## src/rtl/scope_pkg.sv

```systemverilog
// Shared types and constants for the scope capture path.
package scope_pkg;

  localparam int unsigned DEPTH_DEF = 512;
  localparam int unsigned AW_DEF    = 9;
  localparam int unsigned DW_DEF    = 8;

  // Trigger settings shared with the capture core.
  localparam int unsigned TRIG_THRESHOLD = 128;
  localparam int unsigned PRE_LEN        = 64;
  localparam int unsigned POST_LEN       = 448;

  typedef enum logic [2:0] {
    StIdle    = 3'd0,
    StArm     = 3'd1,
    StCapture = 3'd2,
    StLoad    = 3'd3,
    StRdReq   = 3'd4,
    StRdWait  = 3'd5,
    StSend    = 3'd6,
    StRelease = 3'd7
  } state_e;

endpackage

```

## src/rtl/scope_tx_reg.sv

```systemverilog
// Valid/ready output register for the readout byte stream.
module scope_tx_reg #(
  parameter int unsigned DW = 8
) (
  input  logic          clk,
  input  logic          rst,
  input  logic          i_load,
  input  logic          i_clear,
  input  logic [DW-1:0] i_data,
  input  logic          i_last,
  output logic [DW-1:0] o_data,
  output logic          o_valid,
  output logic          o_last
);

  logic [DW-1:0] r_data;
  logic          r_valid;
  logic          r_last;

  // Clear (transfer or abort) takes priority over a new load.
  always_ff @(posedge clk or posedge rst) begin
    if (rst) begin
      r_data  <= '0;
      r_valid <= 1'b0;
      r_last  <= 1'b0;
    end else if (i_clear) begin
      r_valid <= 1'b0;
      r_last  <= 1'b0;
    end else if (i_load) begin
      r_data  <= i_data;
      r_valid <= 1'b1;
      r_last  <= i_last;
    end
  end

  assign o_data  = r_data;
  assign o_valid = r_valid;
  assign o_last  = r_last;

endmodule

```

## src/rtl/scope_capture_ctrl.sv

```systemverilog
// Capture sequencer: arms the core, records samples into the circular RAM,
// streams the captured window out and releases the core.
module scope_capture_ctrl
  import scope_pkg::*;
#(
  parameter int unsigned DEPTH = DEPTH_DEF,
  parameter int unsigned AW    = AW_DEF,
  parameter int unsigned DW    = DW_DEF
) (
  input  logic          clk,
  input  logic          rst,
  input  logic          i_arm,
  input  logic          i_cont,
  input  logic          i_abort,
  output logic          o_idle,
  output logic          o_start,
  output logic          o_stop,
  output logic          o_core_rst,
  input  logic          i_busy,
  input  logic          i_done,
  input  logic [DW-1:0] i_adc_data,
  output logic          o_wr_en,
  output logic [AW-1:0] o_wr_addr,
  output logic [DW-1:0] o_wr_data,
  output logic [AW-1:0] o_rd_addr,
  input  logic [DW-1:0] i_rd_data,
  output logic [DW-1:0] o_tx_data,
  output logic          o_tx_valid,
  output logic          o_tx_last,
  input  logic          i_tx_ready
);

  localparam logic [AW:0] Full   = (AW+1)'(DEPTH);
  localparam logic [AW:0] CntOne = (AW+1)'(1);

  state_e        r_state, w_state_d;
  logic [AW-1:0] r_wr_ptr, w_wr_ptr_d;
  logic [AW-1:0] r_rd_ptr, w_rd_ptr_d;
  logic [AW:0]   r_count, w_count_d;
  logic [AW:0]   r_remaining, w_remaining_d;
  logic          r_wr_en, w_wr_en_d;
  logic [AW-1:0] r_wr_addr, w_wr_addr_d;
  logic [DW-1:0] r_wr_data, w_wr_data_d;
  logic          r_core_rst, w_core_rst_d;
  logic          r_idle, r_start, r_stop;
  logic          w_tx_load, w_tx_clear, w_tx_last_d, w_tx_valid;

  // Next-state, pointer and output decode; abort overrides everything.
  always_comb begin
    w_state_d     = r_state;
    w_wr_ptr_d    = r_wr_ptr;
    w_rd_ptr_d    = r_rd_ptr;
    w_count_d     = r_count;
    w_remaining_d = r_remaining;
    w_wr_en_d     = 1'b0;
    w_wr_addr_d   = r_wr_addr;
    w_wr_data_d   = r_wr_data;
    w_core_rst_d  = 1'b0;
    w_tx_load     = 1'b0;
    w_tx_clear    = 1'b0;
    w_tx_last_d   = (r_remaining == CntOne);

    if (i_abort) begin
      w_state_d     = StIdle;
      w_wr_ptr_d    = '0;
      w_rd_ptr_d    = '0;
      w_count_d     = '0;
      w_remaining_d = '0;
      w_core_rst_d  = 1'b1;
      w_tx_clear    = 1'b1;
    end else begin
      unique case (r_state)
        StIdle: begin
          if (i_arm) begin
            w_state_d  = StArm;
            w_wr_ptr_d = '0;
            w_count_d  = '0;
          end
        end
        StArm: begin
          if (i_busy) w_state_d = StCapture;
        end
        StCapture: begin
          if (i_done) begin
            w_state_d = StLoad;
          end else if (i_busy) begin
            w_wr_en_d   = 1'b1;
            w_wr_addr_d = r_wr_ptr;
            w_wr_data_d = i_adc_data;
            w_wr_ptr_d  = r_wr_ptr + 1'b1;
            if (r_count != Full) w_count_d = r_count + 1'b1;
          end
        end
        StLoad: begin
          // A full buffer starts at the oldest sample, which is at wr_ptr.
          w_rd_ptr_d    = (r_count == Full) ? r_wr_ptr : '0;
          w_remaining_d = r_count;
          w_state_d     = (r_count == '0) ? StRelease : StRdReq;
        end
        StRdReq: begin
          w_state_d = StRdWait;
        end
        StRdWait: begin
          w_tx_load = 1'b1;
          w_state_d = StSend;
        end
        StSend: begin
          if (w_tx_valid && i_tx_ready) begin
            w_tx_clear    = 1'b1;
            w_rd_ptr_d    = r_rd_ptr + 1'b1;
            w_remaining_d = r_remaining - 1'b1;
            w_state_d     = (r_remaining > CntOne) ? StRdReq : StRelease;
          end
        end
        StRelease: begin
          if (!i_done) begin
            if (i_cont) begin
              w_state_d  = StArm;
              w_wr_ptr_d = '0;
              w_count_d  = '0;
            end else begin
              w_state_d = StIdle;
            end
          end
        end
        default: begin
          w_state_d = StIdle;
        end
      endcase
    end
  end

  // State, pointers and registered outputs.
  always_ff @(posedge clk or posedge rst) begin
    if (rst) begin
      r_state     <= StIdle;
      r_wr_ptr    <= '0;
      r_rd_ptr    <= '0;
      r_count     <= '0;
      r_remaining <= '0;
      r_wr_en     <= 1'b0;
      r_wr_addr   <= '0;
      r_wr_data   <= '0;
      r_core_rst  <= 1'b0;
      r_idle      <= 1'b1;
      r_start     <= 1'b0;
      r_stop      <= 1'b0;
    end else begin
      r_state     <= w_state_d;
      r_wr_ptr    <= w_wr_ptr_d;
      r_rd_ptr    <= w_rd_ptr_d;
      r_count     <= w_count_d;
      r_remaining <= w_remaining_d;
      r_wr_en     <= w_wr_en_d;
      r_wr_addr   <= w_wr_addr_d;
      r_wr_data   <= w_wr_data_d;
      r_core_rst  <= w_core_rst_d;
      r_idle      <= (w_state_d == StIdle);
      r_start     <= (w_state_d == StArm);
      r_stop      <= (w_state_d == StRelease);
    end
  end

  scope_tx_reg #(
    .DW (DW)
  ) u_tx_reg (
    .clk     (clk),
    .rst     (rst),
    .i_load  (w_tx_load),
    .i_clear (w_tx_clear),
    .i_data  (i_rd_data),
    .i_last  (w_tx_last_d),
    .o_data  (o_tx_data),
    .o_valid (w_tx_valid),
    .o_last  (o_tx_last)
  );

  assign o_tx_valid = w_tx_valid;
  assign o_idle     = r_idle;
  assign o_start    = r_start;
  assign o_stop     = r_stop;
  assign o_core_rst = r_core_rst;
  assign o_wr_en    = r_wr_en;
  assign o_wr_addr  = r_wr_addr;
  assign o_wr_data  = r_wr_data;
  assign o_rd_addr  = r_rd_ptr;

endmodule

```

## config.mk

```make
export PLATFORM = sky130hd
export DESIGN_NAME = scope_capture_ctrl
export DESIGN_NICKNAME = d
export VERILOG_FILES = /design/src/rtl/scope_pkg.sv /design/src/rtl/scope_tx_reg.sv /design/src/rtl/scope_capture_ctrl.sv
export SDC_FILE = /design/constraint.sdc
export NUM_CORES = 1
export LEC_CHECK = 0
export ABC_AREA = 1
export BUFFER_PORTS_ARGS = -buffer_cell sky130_fd_sc_hd__buf_4
export CAP_MARGIN = 20
export CORE_ASPECT_RATIO = 1.25
export CORE_MARGIN = 2
export CORE_UTILIZATION = 40
export DETAILED_ROUTE_END_ITERATION = 16
export REMOVE_ABC_BUFFERS = 1
export SLEW_MARGIN = 20
export SYNTH_ARGS = -nofsm -noshare
export SYNTH_HDL_FRONTEND = slang
export SYNTH_SLANG_ARGS = --single-unit
```

## constraint.sdc

```tcl
create_clock -name clk -period 7.34 [get_ports clk]
set_input_delay 1.468 -clock clk [delete_from_list [all_inputs] [get_ports clk]]
set_output_delay 1.468 -clock clk [all_outputs]
set_load 0.05 [all_outputs]
```

* Yosys cells after proc, flatten, opt, wreduce, memory -nomap -nowiden
Index checks and enable logic that the tools add are counted.
Cells by class: add/subtract/negate cells 4, $lt $le $gt $ge 1, equality and inequality tests 19, mux-type cells 46, bitwise operators 3, reductions and logical operators 12
Operator list (number):
- $mux W10 | 9
- $mux W9 | 9
- $pmux W10 S3 | 1
- $pmux W9 S3 | 1
- $pmux W3 S8 | 1
- $ne A3 B3 Y1 const B | 7
- $pmux W10 S2 | 1
- $add A9 B1 Y9 const B | 2
- $mux W3 | 6
- $pmux W9 S2 | 1
- $eq A3 B3 Y1 const B | 5
- $mux W1 | 15
- $add A10 B1 Y10 const B | 1
- $eq A10 B1 Y1 const B | 1
- $eq A10 B10 Y1 const B | 1
- $gt A10 B1 Y1 const B | 1
- $logic_not A10 Y1 | 1
- $ne A10 B10 Y1 const B | 1
- $sub A10 B1 Y10 const B | 1
- $reduce_and A7 Y1 | 1
- $eq A3 B1 Y1 const B | 2
- $eq A3 B2 Y1 const B | 2
- $logic_not A3 Y1 | 2
- $reduce_and A6 Y1 | 1
- other kinds (8) | 12
Word-level totals: flip-flop bits (word level) 73, input bits 24, output and inout bits 41, logic and storage cells 100

* Logic depth before layout (Yosys ltp)
Gate-level depths: netlist of run 1.
depth after elaboration 6, depth in mapped cells 11, depth with buffers taken out 11

* By module
A second synthesis of run 1 with hierarchy kept.
Unflattened totals: cells, all modules 506, area total of the unflattened synthesis 3881.2 µm²
Modules (own cells, without submodules):
- scope_capture_ctrl | instances 1, cells an instance 461, area each 3470.8 µm², seq. area each 1577.8 µm²
- scope_tx_reg | instances 1, cells an instance 45, area each 410.4 µm², seq. area each 250.2 µm²

* Worst setup path before layout of run 1
Ideal clock, no wire load.
path type input to register, start point input i_tx_ready, end point register r_remaining[6], setup time 0.130 ns, arrival 2.227 ns, required time 7.210 ns, path slack 4.982 ns, stages 9, path buffers 1, cell sequence nand2_1 -> inv_1 -> nand2_2 -> nand3_2 -> nand2_4 -> inv_2 -> buf_4 -> o211ai_1 -> o21ai_0
On the way: longest elaborated chain between the ends 3
Ends and longest elaborated chain:
- start, declared | line scope_capture_ctrl.sv:30 | input logic i_tx_ready
- $logic_and A1 B1 Y1 | line scope_capture_ctrl.sv:108 | if (w_tx_valid && i_tx_ready) begin
- $ne A3 B3 Y1 (no line)
- $reduce_and A2 Y1 (no line)
- end signal, assigned | line scope_capture_ctrl.sv:153 | r_remaining <= w_remaining_d;
- end, declared | line scope_capture_ctrl.sv:40 | logic [AW:0] r_remaining, w_remaining_d;
No other way between the ends. A chain may end at the register's enable or synchronous reset.

* Final worst setup path of run 1
start point input i_abort, end point register r_rd_ptr[0] (netlist: o_rd_addr[0])
On the way: longest elaborated chain between the ends 2, elaborated cells between the ends (all ways) 4, those cells by class eq/ne (1); mux (1); reduce/logical (2)
Ends and longest elaborated chain:
- start, declared | line scope_capture_ctrl.sv:14 | input logic i_abort,
- $ne A3 B3 Y1 (no line) / $reduce_bool A3 Y1 (equally long branches)
- $reduce_and A2 Y1 (no line)
- end signal, assigned | line scope_capture_ctrl.sv:151 | r_rd_ptr <= w_rd_ptr_d;
- end, declared | line scope_capture_ctrl.sv:38 | logic [AW-1:0] r_rd_ptr, w_rd_ptr_d;
Several ways; a longest one is shown, not always the timed one.

==> results of run 1 <==
==> synth_stat cells <==
master / count / area [um^2]
buf_4: 2 / 15.0
a21o_1: 1 / 7.51
or2_2: 3 / 18.8
dfrtp_1: 72 / 1800
o22ai_1: 8 / 50.1
o211ai_1: 4 / 30.0
inv_2: 4 / 15.0
buf_1: 2 / 7.51
clkbuf_1: 2 / 7.51
nor2_1: 53 / 199
nand3_2: 1 / 10.0
nand2_1: 166 / 623
buf_2: 6 / 30.0
a21oi_1: 16 / 80.1
o31ai_1: 3 / 22.5
inv_4: 2 / 12.5
inv_1: 60 / 225
nand2_2: 3 / 18.8
nor2_4: 1 / 11.3
o21bai_1: 2 / 15.0
o21ai_2: 6 / 52.6
dfstp_2: 1 / 26.3
nor3b_1: 1 / 7.51
ha_1: 6 / 75.1
nor3_1: 9 / 45.0
o21ai_1: 8 / 40.0
nand2_4: 3 / 33.8
nor2_2: 1 / 6.26
a22oi_1: 1 / 7.51
nor2_8: 3 / 60.1
nand3_4: 2 / 35.0
nand3_1: 37 / 185
buf_6: 2 / 22.5
o21ai_0: 33 / 165
nand4_1: 8 / 50.1
xor2_1: 5 / 43.8
==> flip-flops by register name (all words and copies together), names as in the netlist, 3 cells and up <==
register and flops:
o_wr_data 8, u_tx_reg.o_data 8, r_count 10, o_wr_addr 9, o_rd_addr 9, r_state 3
r_remaining 10, r_wr_ptr 9
==> layer usage <==
metal | routed length, um | vias to the layer above | track usage [%]
li1 | - | 1845 | -
met4 | 198 | 0 | 8.89
met3 | 446 | 15 | 4.19
met1 | 4300 | 1659 | 23.3
met5 | 0 | - | 0
met2 | 4740 | 91 | 31.5
==> layout make-up <==
class	count	area, um^2
fillers	996	5070
multi-input cells	384	1890
flip-flops and latches	73	1830
repair buffers	65	488
clock buffers	12	256
inverters	66	253
well taps	129	161
clock inverters	4	51.3
==> cells by family (layout without fill, tap and decap cells) <==
group | count (synthesis) | after routing | synth area share (%)
buffers and inverters | 80 | 147 | 8.27
adder cells (fa/ha/maj) | 6 | 6 | 1.85
AND/OR/NAND/NOR | 291 | 291 | 32.1
XOR/XNOR | 5 | 5 | 1.08
flip-flops | 73 | 73 | 45.1
AO/OA/AOI/OAI | 82 | 82 | 11.6
==> how the worst max path moves through the flow <==
stage | endpoint | cells after the start
floorplan | o_core_rst | 1
global placement | o_rd_addr[0] | 7
detailed placement | r_remaining[6] | 7
CTS | r_remaining[6] | 7
global route | o_rd_addr[0] | 7
finish | o_rd_addr[0] | 7
==> placed cells by master, fill, tap and decap left out, types with 4 or more instances in the layout <==
master / instances
a21oi_1: 16
buf_4: 65
clkbuf_16: 9
dfrtp_1: 72
ha_1: 6
inv_1: 59
inv_2: 5
nand2_1: 166
nand3_1: 37
nand4_1: 8
nor2_1: 53
nor3_1: 9
o211ai_1: 4
o21ai_0: 33
o21ai_1: 8
o21ai_2: 6
o22ai_1: 8
xor2_1: 5
==> per-stage QoR <==
stage / total power [mW] / hold WS [ps] / setup WS (ps) / utilization [%]
2_1_floorplan: 0.727 / 465 / 4020 / -
3_3_place_gp: 0.835 / 465 / 4300 / 46.2
3_5_place_dp: 0.838 / 468 / 4240 / 46.2
4_1_cts: 1.30 / 489 / 4600 / 49.3
5_1_grt: 1.34 / 504 / 4460 / 49.3
6_report: 1.28 / 483 / 4590 / 49.3
==> power breakdown <==
group          internal, mW  switching [mW]
sequential            0.448          0.0274
combinational        0.0976           0.255
clock                 0.282           0.170
total                 0.827           0.452
==> critical path: stages <==
cell and delay (ps):
buf_4 160, inv_2 320, nand3_2 390, nand2_4 240, inv_2 130, o211ai_1 120
o21ai_0 110
==> flow_metrics.tcl, run 1 <==
set metrics [dict create \
    grt_pass1_wl_mm 16.3 \
    routedWlPerCell_um 13.2 \
    post-route-period-util_pct 37.4 \
    hold_depth 2 \
    reg2reg_from "r_state[2]" \
    setup_viol 0 \
    worst_pin_slew_ps 921 \
    max_freq_ghz 0.364 \
    first_pass_iters 4 \
    ys_ff_latch 73 \
    setup.worst_path.start "i_abort" \
    p_leak_nw 2.53 \
    antenna_cells 0 \
    fin_nets 629 \
    via_per_inst 4.92 \
    critical_path_class "input port to flip-flop" \
    syn_avg_cell_area_um2 7.55 \
    antenna_found_initial 0 \
    dp_hpwl_mm 6.92 \
    drv_cap 0 \
    synth_cell_type_count 36 \
    cellPowerDensity_nw_per_um2 259 \
    grt_max_degree 74 \
    cp_data_required_time_ps 7550 \
    final_hold_viol_count 0 \
    drc 0 \
    rr_worst_depth 8 \
    ys_warn_count 0 \
    boundaryPins 65 \
    overflow 0 \
    syn_inst 537 \
    die_h_um 117 \
    area_growth_pct 21.6 \
    htree_levels 3 \
    cp_max_fo 23 \
    first_iter_violations 217 \
    cts-root-buf "clkbuf_16" \
    routed_wl_mm 9.69 \
    post-cts-setup-buffers 0 \
    place_inst 717 \
    rows 41 \
    clk_pin_slew_ps 60 \
    fin_cells 733 \
    place_area_um2 4620 \
    clkLatencyLatePin_ps 340 \
    port_buffers 64 \
    initial_core_util_pct 40.6 \
    start_kind "input port" \
    clock_sinks 73 \
    period_minus_slack_ps 2750 \
    core_area_um2 10000 \
    hp-class "flip-flop to flip-flop" \
    worstHoldEndpoint "u_tx_reg.o_data[0]" \
    hp-start "u_tx_reg.o_data[0]" \
    die_x_um 94.1 \
    rsz0062_at_grt "no" \
    ant_nets 0 \
    finalClockSkew_ps 9.06 \
    arrival_ps 2960 \
    syn_area_um2 4060 \
    setup_total_negative_slack_ps 0 \
    slew_viol_final 0 \
    status "complete, no violations" \
    cts_hold_buf 0 \
    numCtsBuffers 9 \
    timing.rr.end "o_rd_addr[2]" \
    cts_tree "yes" \
    clock_path_buffers 2 \
    grt_pass1_vias 3516 \
    relSlewSlack_pct 38.6 \
    drive_above_1_share_pct 18.4 \
    final_area_um2 4930 \
    ys_seq_area_share_pct 45.1 \
    critPathCaptureType "flip-flop" \
    die_area_um2 11000 \
    vias 3610 \
    grt_util_all_layers_pct 18.9 \
    gp_congestion 0.871 \
    reg2reg_setup_slack_ps 5180 \
    cts-resized-gates 0 \
    irDropWorstVdd_uv 165 \
]
Note: power is estimated with default switching activity, not from simulation.
==> run 2, diff against run 1 <==
- clock period: 7.34 -> 2.6 ns (I/O delays scaled with it)
==> run 2 against run 1 <==
Compared with the run above:
- non-clock buffer count up 1
- worst hold slack got worse by 340 ps
- utilization grew 0.39 points
- global-route usage about the same
- final cell count increased by 0.14%
- combinational power grew to 2.8 times the previous value
- critical path type is now flip-flop to flip-flop
- critical endpoint is now r_remaining[6]
- largest cell class unchanged
==> flow_metrics.tcl, run 2 (synthesis results as in run 1) <==
set metrics [dict create \
    period_minus_slack_ps 2020 \
    final_hold_viol_count 0 \
    critPathCaptureType "flip-flop" \
    initial_core_util_pct 40.6 \
    drc 0 \
    clkLatencyLatePin_ps 330 \
    grt_pass1_vias 3492 \
    die_h_um 117 \
    cp_num_buf_inv 2 \
    die_area_um2 11000 \
    grt_max_degree 61 \
    cp_data_required_time_ps 2800 \
    crit_family "flip-flops" \
    cts-resized-gates 0 \
    final_util_pct 49.7 \
    clock_path_buffers 2 \
    numCtsBuffers 9 \
    rsz0062_at_grt "no" \
    routedWlPerCell_um 13.2 \
    critPathMaxStageDelay_ps 560 \
    top_layer_used "met4" \
    start_kind "flip-flop" \
    gp_congestion 0.874 \
    vias 3621 \
    met2_length_mm 4.84 \
    met3WireLength_um 447 \
    core_area_um2 10000 \
    clock_sinks 73 \
    final_area_um2 4970 \
    antenna_cells 0 \
    cts-root-buf "clkbuf_16" \
    drv_cap 0 \
    wl_met1_mm 4.30 \
    status "complete, no violations" \
    hp-class "input port to async pin" \
    slew_viol_final 0 \
    clk_pin_slew_ps 60 \
    drive_above_1_share_pct 18.7 \
    post-cts-setup-buffers 0 \
    path_cells "inv_1 -> nor2_8 -> inv_1 -> a21oi_1 -> o21ai_0 -> o211ai_1 -> o21ai_0" \
    irDropWorstVdd_uv 499 \
    cts_hold_buf 0 \
    top_regs "r_count: 10 flops, r_remaining: 10 flops" \
    ant_nets 0 \
    dp_hpwl_mm 7.10 \
    cellPowerDensity_nw_per_um2 743 \
    fillers 1001 \
    overflow 0 \
    grt_pass1_wl_mm 16.5 \
    die_x_um 94.1 \
    slowest_stage "dfrtp_1" \
    fin_nets 630 \
    setup_total_negative_slack_ps 0 \
    via_per_inst 4.93 \
    max_freq_ghz 0.496 \
    cts_tree "yes" \
    routed_wl_mm 9.68 \
    power_mw 3.69 \
    boundaryPins 65 \
    post-route-period-util_pct 77.5 \
    rows 41 \
    htree_levels 3 \
    arrival_ps 2220 \
    setup_viol 0 \
    relSlewSlack_pct 62.3 \
    area_growth_pct 22.5 \
    final_cell_mix "nand2_1, dfrtp_1, buf_4" \
    grt_util_all_layers_pct 18.9 \
    critical_path_class "flip-flop to flip-flop" \
    finalClockSkew_ps 4.54 \
    first_iter_violations 233 \
    layout.cells.most_common "nand2_1" \
    antenna_found_initial 0 \
    cp_max_fo 22 \
    worst_pin_slew_ps 565 \
    p_leak_nw 2.54 \
    place_area_um2 4640 \
    port_buffers 64 \
    first_pass_iters 4 \
]
[run 2: changes by cell type in the layout (fill, tap and decap cells not counted)]
cell,change
bufinv_16,+1
clkinvlp_4,+1
clkbuf_1,-1
buf_12,+1
clkinv_4,-1
clkbuf_8,-2
clkinv_2,-1
inv_6,+3
[run 2: power by group]
| group | leakage, nW | switching, mW | internal [mW] | total (mW) |
|---|---|---|---|---|
| Combinational | 1.39 | 0.724 | 0.279 | 1.00 |
| Clock | 0.153 | 0.495 | 0.850 | 1.34 |
| Sequential | 0.997 | 0.0783 | 1.26 | 1.34 |
[run 2: per-layer routing]
metal	vias up	global-route usage, %
met5	-	0
met4	0	6.67
met3	7	3.48
met2	96	31.6
met1	1673	24.5
li1	1845	-
[run 2: worst paths after layout]
kind	startpoint	to	slack [ps]	cells after the start
setup / recovery	r_state[2]	r_remaining[6]	580	7
max in group asynchronous	rst	o_idle	1790	3
setup reg to reg	r_state[2]	r_remaining[6]	580	7
min in group clk	i_adc_data[0]	o_wr_data[0]	380	3
hold / removal	rst	o_wr_data[4]	140	2
hold reg to reg	o_wr_data[3]	o_wr_data[3]	480	2
[run 2: final cells by class]
| class | count | area (um^2) | area share, % |
|---|---|---|---|
| clock buffer | 9 | 225 | 4.53 |
| tap | 129 | 161 | 3.25 |
| clock inverter | 7 | 101 | 2.04 |
| inverter | 66 | 253 | 5.09 |
| sequential | 73 | 1830 | 36.8 |
| multi-input combinational | 384 | 1890 | 38.1 |
| timing repair buffer | 66 | 508 | 10.2 |
[run 2: metrics by stage]
step	hold WS (ps)	std cells	setup slack, ps
final	144	734	584
after global routing	162	734	386
after CTS	145	734	599
after detailed placement	470	718	570
after global placement	465	718	639
after floorplan	465	523	228
